$ cat config.mk
export PLATFORM = sky130hd
export DESIGN_NAME = uart_rx_fifo
export DESIGN_NICKNAME = d
export VERILOG_FILES = /design/src/rtl/uart_rx_fifo_pkg.sv /design/src/rtl/uart_fifo_ram.sv /design/src/rtl/uart_rx_fifo.sv
export SDC_FILE = /design/constraint.sdc
export NUM_CORES = 1
export LEC_CHECK = 0
export BUFFER_PORTS_ARGS = -buffer_cell sky130_fd_sc_hd__buf_2
export CAP_MARGIN = 20
export CORE_ASPECT_RATIO = 1.4
export CORE_MARGIN = 8
export CORE_UTILIZATION = 65
export DETAILED_ROUTE_END_ITERATION = 16
export GPL_TIMING_DRIVEN = 0
export PLACE_DENSITY = 0.84
export SETUP_SLACK_MARGIN = 0.15
export SYNTH_ARGS = -nofsm -noshare
export SYNTH_HDL_FRONTEND = slang
export SYNTH_SLANG_ARGS = --single-unit
$ cat constraint.sdc
create_clock -name clk -period 6.6 [get_ports clk]
set_input_delay 0.99 -clock clk [delete_from_list [all_inputs] [get_ports clk]]
set_output_delay 0.99 -clock clk [all_outputs]
set_load 0.01 [all_outputs]
$ cat src/rtl/uart_rx_fifo_pkg.sv
// Shared UART receive-path constants: character framing and derived timeout defaults.
package uart_rx_fifo_pkg;

  localparam int unsigned DEF_DATA_BITS     = 8;
  localparam int unsigned OVERSAMPLE        = 16;
  localparam int unsigned FRAME_BITS        = 10;
  localparam int unsigned TIMEOUT_CHARS     = 4;
  localparam int unsigned DEF_TIMEOUT_TICKS = TIMEOUT_CHARS * FRAME_BITS * OVERSAMPLE;
  localparam int unsigned DEF_DEPTH         = 16;
  localparam int unsigned DEF_THRESH        = 8;

endpackage

$ cat src/rtl/uart_fifo_ram.sv
// DEPTH x DATA_BITS storage: one synchronous write port, one asynchronous read port, no reset.
module uart_fifo_ram #(
  parameter int unsigned DATA_BITS = 8,
  parameter int unsigned DEPTH     = 16,
  parameter int unsigned AW        = $clog2(DEPTH)
) (
  input  logic                 clk,
  input  logic                 i_we,
  input  logic [AW-1:0]        i_waddr,
  input  logic [DATA_BITS-1:0] i_wdata,
  input  logic [AW-1:0]        i_raddr,
  output logic [DATA_BITS-1:0] o_rdata_c
);

  logic [DATA_BITS-1:0] r_mem [DEPTH];

  // Write port; contents are deliberately left unreset.
  always_ff @(posedge clk) begin
    if (i_we) begin
      r_mem[i_waddr] <= i_wdata;
    end
  end

  // Show-ahead read straight from the array.
  assign o_rdata_c = r_mem[i_raddr];

endmodule

$ cat src/rtl/uart_rx_fifo.sv
// Receive buffer behind the UART receiver: FIFO, level/threshold status,
// sticky overflow/framing flags and a character-timeout indication.
module uart_rx_fifo
  import uart_rx_fifo_pkg::*;
#(
  parameter int unsigned DATA_BITS     = DEF_DATA_BITS,
  parameter int unsigned DEPTH         = DEF_DEPTH,
  parameter int unsigned THRESH        = DEF_THRESH,
  parameter int unsigned TIMEOUT_TICKS = DEF_TIMEOUT_TICKS
) (
  input  logic                     clk,
  input  logic                     rst_n,
  input  logic                     baud_tick,
  input  logic [DATA_BITS-1:0]     wr_data,
  input  logic                     wr_valid,
  input  logic                     wr_ferr,
  output logic [DATA_BITS-1:0]     rd_data,
  output logic                     rd_valid,
  input  logic                     rd_ready,
  input  logic                     flush,
  input  logic                     clr_status,
  output logic [$clog2(DEPTH):0]   level,
  output logic                     full,
  output logic                     thresh,
  output logic                     overflow,
  output logic                     ferr_seen,
  output logic                     timeout
);

  localparam int unsigned AW = $clog2(DEPTH);
  localparam int unsigned LW = AW + 1;
  localparam int unsigned TW = $clog2(TIMEOUT_TICKS + 1);

  logic [AW-1:0] r_wptr;
  logic [AW-1:0] r_rptr;
  logic [LW-1:0] r_level;
  logic          r_rd_valid;
  logic          r_full;
  logic          r_thresh;
  logic          r_overflow;
  logic          r_ferr_seen;
  logic          r_ferr_d;
  logic          r_timeout;
  logic [TW-1:0] r_tcnt;

  logic          w_pop;
  logic          w_wr_en;
  logic          w_rd_en;
  logic          w_drop;
  logic          w_ferr_rise;
  logic          w_tmo_clr;
  logic          w_tmo_hit;
  logic [LW-1:0] w_level_nxt;

  assign w_pop       = r_rd_valid & rd_ready;
  assign w_wr_en     = wr_valid & (~r_full | w_pop) & ~flush;
  assign w_rd_en     = w_pop & ~flush;
  assign w_drop      = wr_valid & r_full & ~w_pop & ~flush;
  assign w_ferr_rise = wr_ferr & ~r_ferr_d;
  assign w_tmo_clr   = flush | wr_valid | w_pop | ~r_rd_valid;
  assign w_tmo_hit   = baud_tick & (r_tcnt == TW'(TIMEOUT_TICKS - 1));

  // Next occupancy: flush wins, otherwise +1 push-only, -1 pop-only.
  always_comb begin
    w_level_nxt = r_level;
    if (flush) begin
      w_level_nxt = '0;
    end else if (w_wr_en && !w_rd_en) begin
      w_level_nxt = r_level + LW'(1);
    end else if (!w_wr_en && w_rd_en) begin
      w_level_nxt = r_level - LW'(1);
    end
  end

  // Pointers and registered occupancy-derived status.
  always_ff @(posedge clk or negedge rst_n) begin
    if (!rst_n) begin
      r_wptr     <= '0;
      r_rptr     <= '0;
      r_level    <= '0;
      r_rd_valid <= 1'b0;
      r_full     <= 1'b0;
      r_thresh   <= 1'b0;
    end else begin
      if (flush) begin
        r_wptr <= '0;
        r_rptr <= '0;
      end else begin
        if (w_wr_en) r_wptr <= r_wptr + AW'(1);
        if (w_rd_en) r_rptr <= r_rptr + AW'(1);
      end
      r_level    <= w_level_nxt;
      r_rd_valid <= (w_level_nxt != '0);
      r_full     <= (w_level_nxt == LW'(DEPTH));
      r_thresh   <= (w_level_nxt >= LW'(THRESH));
    end
  end

  // Sticky flags; a same-cycle set event beats clr_status.
  always_ff @(posedge clk or negedge rst_n) begin
    if (!rst_n) begin
      r_overflow  <= 1'b0;
      r_ferr_seen <= 1'b0;
      r_ferr_d    <= 1'b0;
    end else begin
      r_overflow  <= w_drop | (r_overflow & ~clr_status);
      r_ferr_seen <= w_ferr_rise | (r_ferr_seen & ~clr_status);
      r_ferr_d    <= wr_ferr;
    end
  end

  // Idle tick counter; timeout fires on the final tick of the idle window.
  always_ff @(posedge clk or negedge rst_n) begin
    if (!rst_n) begin
      r_tcnt    <= '0;
      r_timeout <= 1'b0;
    end else if (w_tmo_clr) begin
      r_tcnt    <= '0;
      r_timeout <= 1'b0;
    end else begin
      if (baud_tick && (r_tcnt != TW'(TIMEOUT_TICKS - 1))) begin
        r_tcnt <= r_tcnt + TW'(1);
      end
      if (w_tmo_hit) begin
        r_timeout <= 1'b1;
      end
    end
  end

  uart_fifo_ram #(
    .DATA_BITS (DATA_BITS),
    .DEPTH     (DEPTH),
    .AW        (AW)
  ) u_ram (
    .clk       (clk),
    .i_we      (w_wr_en),
    .i_waddr   (r_wptr),
    .i_wdata   (wr_data),
    .i_raddr   (r_rptr),
    .o_rdata_c (rd_data)
  );

  assign rd_valid  = r_rd_valid;
  assign level     = r_level;
  assign full      = r_full;
  assign thresh    = r_thresh;
  assign overflow  = r_overflow;
  assign ferr_seen = r_ferr_seen;
  assign timeout   = r_timeout;

endmodule

# After elaboration in Yosys (flattened, before gate mapping)
# Memories as Yosys holds them, arrays and structs flattened.
# Index checks and enable logic that the tools add are counted.
# word_totals
ram_bits	128
output_inout_bits	19
input_bits	16
memories	1
register_bits	30
wordCells	67
# op_classes
add_sub_neg	5
n_reduce_logical	10
eq_ne	3
n_bitwise	23
muxes	13
order_cmp	1
# memory_table
memory	words	word_bits	rd	rd_clocked_by_memory_dff	wr	line_no	text
u_ram.r_mem	16	8	1	0	1	uart_fifo_ram.sv:15	logic [DATA_BITS-1:0] r_mem [DEPTH];
# op_table
cell	count
$mux W10	2
$mux W4	4
$mux W5	3
$and A1 B1 Y1	11
$add A10 B1 Y10 const B	1
$eq A10 B10 Y1 const B	1
$ne A10 B10 Y1 const B	1
$add A4 B1 Y4 const B	2
$reduce_bool A2 Y1	4
$not A1 Y1	6
$or A1 B1 Y1	6
$add A5 B1 Y5 const B	1
$eq A5 B5 Y1 const B	1
$ge A5 B4 Y1 const B	1
$reduce_bool A5 Y1	1
$sub A5 B1 Y5 const B	1
$mux W1	4
$logic_and A1 B1 Y1	3
$logic_not A1 Y1	2

# Logic depth before layout (Yosys ltp)
# Gate-level depths: netlist of run 1.
# depth
ltp_word	10
depth_mapped	7

# Cells and area by module
# Synthesis of run 1 repeated with hierarchy kept, for this count alone.
# hier_totals
hier_cells	371
area_unflattened_um2	6520.0
# by_module_without_submodules
mod	cells_per_inst	instances	area_each_um2
uart_fifo_ram	221	1	4987.3
uart_rx_fifo	150	1	1532.7

# Least setup slack after synthesis of run 1
# No wires, ideal clock.
# synth_path
kind	register to output
start	register r_rptr[0]
end	output rd_data[0]
t_arrival_ps	1838
required_ps	5610
path_slack_ps	3772
path_buffers	2
path_stages_with_launch	5
cell_sequence	dfrtp_1 buf_2 buf_2 mux4_2 mux4_2
# synth_via
elab_chain_len	1
# synth_lines
item	line_no	text
start, declared	uart_rx_fifo.sv:35	logic [AW-1:0] r_rptr;
start signal, assigned	uart_rx_fifo.sv:90	if (w_rd_en) r_rptr <= r_rptr + AW'(1);
$mem_v2 Z16 W8	n/a	
end, declared	uart_rx_fifo.sv:17	output logic [DATA_BITS-1:0] rd_data,
# Every way passes these cells.

# Final worst setup path of run 1
# layout_path
start	register r_rptr[1]
end	output rd_data[4]
# Same word-level chain as after synthesis.

==> impl_metrics.json, run 1 <==
{
  "worstMarginPinSlew_ns": 0.992,
  "p_per_area_mw_per_mm2": 306,
  "relSlewSlack_pct": 33.9,
  "yosysSeqAreaShare_pct": 70.7,
  "netlist_area_mm2": 0.00650,
  "post_cts_buffers": 0,
  "cts_inserted_buffers": 17,
  "htreeDepth": 4,
  "place.port_buffers": 33,
  "synthXorXnorAreaFrac_pct": 1.62,
  "grt_usage_pct": 21.6,
  "fp-row-count": 43,
  "rr_worst_depth": 5,
  "path_clk_slew_ns": 0.06,
  "nets": 448,
  "rr_endpoint": "u_ram.r_mem[2][5]",
  "cp-end-kind": "output port",
  "routedWlPerCell_um": 23.6,
  "synth.avg_cell_area_um2": 17.6,
  "finalWirelength_um": 13500,
  "synth_enable_flop_cells": 128,
  "die_area_mm2": 0.0135,
  "root_buffer": "clkbuf_16",
  "crit-reg2reg-launch": "rd_valid",
  "startpoint": "r_rptr[1]",
  "hold_buffers": 0,
  "ys.flop_type": "edfxtp_1",
  "yosys_warnings": 0,
  "gp_congestion": 0.787,
  "crit_path_end": "rd_data[4]",
  "grt_start_max_net_pins": 31,
  "pin_count": 35,
  "core_area_mm2": 0.00985,
  "outcome": "finished clean",
  "area_growth_pct": 14.6,
  "critical_path_class": "register to output port",
  "tns_ns": 0,
  "clockBufferDepth": 2,
  "ff2ff_setup_slack_ns": 4.23,
  "cap_violations": 0,
  "synthDistinctLibCells": 42,
  "cts_tree": "built",
  "clkSinkCount": 158,
  "cp.arrival_ns": 2.91,
  "rsz0062_at_grt": "no",
  "cp-start-kind": "register",
  "initial_core_util_pct": 66.0,
  "grt_pass1_vias": 3722,
  "post_route_cells_drive_above_1_share_pct": 28.1,
  "fp.dieH_um": 134,
  "ant_nets": 0,
  "insertion_delay_ns": 0.42,
  "setup_viol": 0,
  "layout_commonest_cell": "edfxtp_1",
  "synthAdderAreaFrac_pct": 1.54,
  "place_inst": 540,
  "vias_per_cell": 6.15,
  "synthArstFlopShare_pct": 19.0,
  "hold_path_class": "register to register",
  "drtIter0Drc": 252,
  "grt_pass1_wl_um": 20800,
  "clock_skew_ns": 0.00632,
  "yosys_register_bits": 158,
  "power.leakage_nw": 2.59,
  "fmax_mhz": 256,
  "vdd_drop_max_mv": 0.207,
  "cts-resized-gates": 0,
  "hold_viol": 0,
  "syn-num-nets": 393,
  "final_cells": 572,
  "grt_overflow_total": 0,
  "worstPathMaxFanout": 10,
  "drtPass1Iterations": 4,
  "period_needed_ns": 3.90,
  "whs_ns": 0.438,
  "p_total_mw": 2.28,
  "vias": 3520,
  "antenna_cells": 0,
  "synth_compound_area_share_pct": 2.56,
  "final_cell_mix": "edfxtp_1 (128), buf_2 (40), mux4_2 (40), nor2_1 (35), dfrtp_1 (30)",
  "syn_inst": 369,
  "final_max_slew_viol_count": 0,
  "synth_top_family_by_area": "multiplexers",
  "grt_antenna_before_repair": 0,
  "yosys.area_share.simple_pct": 6.91,
  "synthMuxAreaShare_pct": 14.7,
  "drcViolationCount": 0,
  "period_share_pct": 59.1,
  "hpwl_um": 8780,
  "die_w_um": 101,
  "required_ns": 5.61
}
==> synth_stat cells, drive strengths merged (3+ instances only) <==
cell type	instances	area (um^2)
nor3	9	56.3
nor2	35	131
mux2i	5	53.8
nand2b	3	18.8
nand2	20	75.1
xor2	5	43.8
a21oi	9	45.0
o21ai	3	15.0
nand4	4	25.0
buf	11	56.3
mux4	40	901
edfxtp	128	3840
nand3	5	25.0
clkbuf	7	26.3
xnor2	7	61.3
inv	13	48.8
ha	8	100
a41oi	3	26.3
dfrtp	30	751
==> registers in the layout, summed over array words and instances (netlist names), 4 cells and up <==
| signal | flops |
|---|---|
| u_ram.r_mem | 128 |
| r_wptr | 4 |
| r_tcnt | 10 |
| r_rptr | 4 |
| level | 5 |
==> power breakdown <==
group | switching (mW) | internal [mW] | total (mW)
registers | 0.0128 | 1.09 | 1.11
clock network | 0.395 | 0.563 | 0.958
logic | 0.113 | 0.0976 | 0.211
==> metrics by stage <==
step	area, um^2	utilization [%]	setup slack (ns)
2_1_floorplan	6500	-	3.77
3_3_place_gp	6840	69.4	3.26
3_5_place_dp	6860	69.7	3.21
4_1_cts	7450	75.7	2.65
5_1_grt	7450	75.7	2.61
6_report	7450	75.7	2.70
==> area by class of cell <==
| class | instances | area, um^2 |
|---|---|---|
| sequential | 158 | 4590 |
| fill | 568 | 2400 |
| multi-input combinational | 180 | 1780 |
| clock buffer | 17 | 425 |
| timing repair buffer | 36 | 185 |
| tap | 135 | 169 |
| clock inverter | 15 | 163 |
| buffer | 18 | 82.6 |
| inverter | 13 | 48.8 |
==> per-layer routing <==
metal  track usage, %  wire length [um]  part of all wire [%]  vias to the layer above
met5                0                 0                     0                        -
met4             8.86               269                   2.0                        0
met3             6.17               797                   5.9                       25
met2             38.7              7500                    55                      149
met1             23.2              4950                    37                     1794
li1                 -                 -                     -                     1552
==> cells by family (layout without fill, tap and decap cells) <==
| kind of cell | after synthesis | count (layout) |
|---|---|---|
| compound gates | 25 | 25 |
| xor+xnor | 12 | 12 |
| fa+ha+maj | 8 | 8 |
| buf+inv | 31 | 99 |
| flops | 158 | 158 |
| mux | 45 | 45 |
| simple gates | 90 | 90 |
==> critical path, stage by stage, from the launching register on <==
cell	delay, ns
dfrtp_1	0.36
clkbuf_1	0.39
clkbuf_1	0.62
mux4_2	0.47
mux4_2	0.49
buf_2	0.16
==> how the worst min path moves through the flow <==
stage | start | to | cells after the start
after global routing | r_ferr_d | ferr_seen | 1
after global placement | r_ferr_d | ferr_seen | 1
after floorplan | r_ferr_d | ferr_seen | 1
after detailed placement | r_ferr_d | ferr_seen | 1
after CTS | r_ferr_d | ferr_seen | 1
final | r_ferr_d | ferr_seen | 1
No activity file was read; power rests on OpenSTA's default activity.
==> run 2, diff against run 1 <==
Settings changed: CORE_UTILIZATION 65 to 55, PLACE_DENSITY 0.84 to 0.76.
Clock period 6.6 ns to 3.3 ns, I/O delays scaled along.
==> run 2 against run 1 <==
Compared with the run above: first-iteration DRC count is 40% lower; sequential cell count stayed put; combinational power is 100% higher; die area is 16% higher; clock power is 120% higher.
==> impl_metrics.json, run 2 (synthesis results as in run 1) <==
{
  "outcome": "finished clean",
  "largest_reg_flops": 128,
  "nets": 447,
  "cp-end-kind": "output port",
  "insertion_delay_ns": 0.42,
  "pin_count": 35,
  "grt_pass1_wl_um": 20700,
  "initial_core_util_pct": 55.6,
  "hold_viol": 0,
  "final_util_pct": 64.3,
  "grt_pass1_vias": 3669,
  "htreeDepth": 4,
  "root_buffer": "clkbuf_16",
  "die_w_um": 108,
  "vias_per_cell": 5.93,
  "fmax_mhz": 332,
  "finalWirelength_um": 13000,
  "path_clk_slew_ns": 0.06,
  "period_share_pct": 91.4,
  "setup_viol": 0,
  "core_area_mm2": 0.0117,
  "vdd_drop_max_mv": 0.525,
  "fp.dieH_um": 145,
  "worstPathMaxFanout": 10,
  "grt_overflow_total": 0,
  "fp-row-count": 47,
  "vias": 3458,
  "place.port_buffers": 33,
  "required_ns": 2.80,
  "relSlewSlack_pct": 34.6,
  "die_area_mm2": 0.0156,
  "p_per_area_mw_per_mm2": 630,
  "grt_usage_pct": 18.5,
  "power.leakage_nw": 2.63,
  "drtPass1Iterations": 4,
  "drtIter0Drc": 152,
  "cp.arrival_ns": 2.52,
  "drcViolationCount": 0,
  "critical_path_class": "register to output port",
  "grt_start_max_net_pins": 31,
  "ant_nets": 0,
  "rr_worst_depth": 4,
  "wl_met3_um": 692,
  "grt_antenna_before_repair": 0,
  "worstMarginPinSlew_ns": 0.981,
  "routedWlPerCell_um": 22.2,
  "highest_layer": "met4",
  "layout_commonest_cell": "edfxtp_1",
  "clkSinkCount": 158,
  "tns_ns": 0,
  "rsz0062_at_grt": "yes",
  "cap_violations": 0,
  "cts_inserted_buffers": 17,
  "final_max_slew_viol_count": 0,
  "hpwl_um": 8740,
  "post_route_cells_drive_above_1_share_pct": 28.7,
  "area_growth_pct": 15.8,
  "top_register": "u_ram.r_mem",
  "period_needed_ns": 3.02,
  "clock_skew_ns": 0.00695,
  "cts_tree": "built",
  "antenna_cells": 0,
  "hold_buffers": 0,
  "gp_congestion": 0.798,
  "wl_met2_um": 7070,
  "hold_path_class": "input pin to async pin",
  "cp-start-kind": "register",
  "met1_length_um": 4950,
  "clockBufferDepth": 2,
  "final_cell_mix": "edfxtp_1 (128), mux4_2 (40), buf_2 (37), nor2_1 (35), dfrtp_1 (30)"
}
==> run 2: worst max-delay path: stages, from the launching register on <==
cell and delay, ns:
dfrtp_1 0.34, buf_2 0.25, buf_4 0.30, mux4_2 0.53
mux4_2 0.50, buf_2 0.17
==> run 2: worst paths after layout <==
| kind | start | end | slack (ns) |
|---|---|---|---|
| max in group asynchronous | rst_n | r_tcnt[6] | 2.77 |
| min in group clk | wr_ferr | r_ferr_d | 0.20 |
| worst min register to register | r_ferr_d | ferr_seen | 0.45 |
| worst min-delay path | rst_n | full | 0.11 |
| worst max register to register | rd_valid | u_ram.r_mem[5][4] | 1.08 |
| worst max-delay path | r_rptr[0] | rd_data[3] | 0.28 |
==> run 2: layer usage <==
layer / vias up / global-route usage, %
li1: 1545 / -
met3: 17 / 4.86
met1: 1763 / 21.1
met2: 133 / 32.4
met5: - / 0
met4: 0 / 7.04
==> run 2: stage by stage <==
stage               total power [mW]  instance area, um^2  cells  hold WS [ns]  worst slack, ns
floorplan                       2.53                 6500    369         0.199            0.967
global placement                2.66                 6850    549         0.424            0.364
detailed placement              2.68                 6880    551         0.441            0.374
CTS                             4.77                 7530    583         0.113            0.156
global route                    4.90                 7530    583         0.165            0.143
finish                          4.75                 7530    583         0.106            0.285
==> run 2: power by group <==
group          leakage, nW  switching, mW  internal, mW
clock                0.308          0.766          1.35
combinational        0.763          0.223         0.199
sequential            1.56         0.0237          2.19
total                 2.63           1.01          3.73
==> run 2: repair_timing <==
action / CTS / global route
endpoints found under the setup margin: 8 / 6
setup buffers: 0 / 0
resized for setup: 6 / 2
==> run 2: final cells by class <==
type,count,area [um^2]
Clock inverter,13,209
Fill cell,782,4170
Timing Repair Buffer,35,180
Sequential cell,158,4590
Buffer,18,95.1
Inverter,13,48.8
Multi-Input combinational cell,180,1790
Tap cell,147,184
Clock buffer,19,433
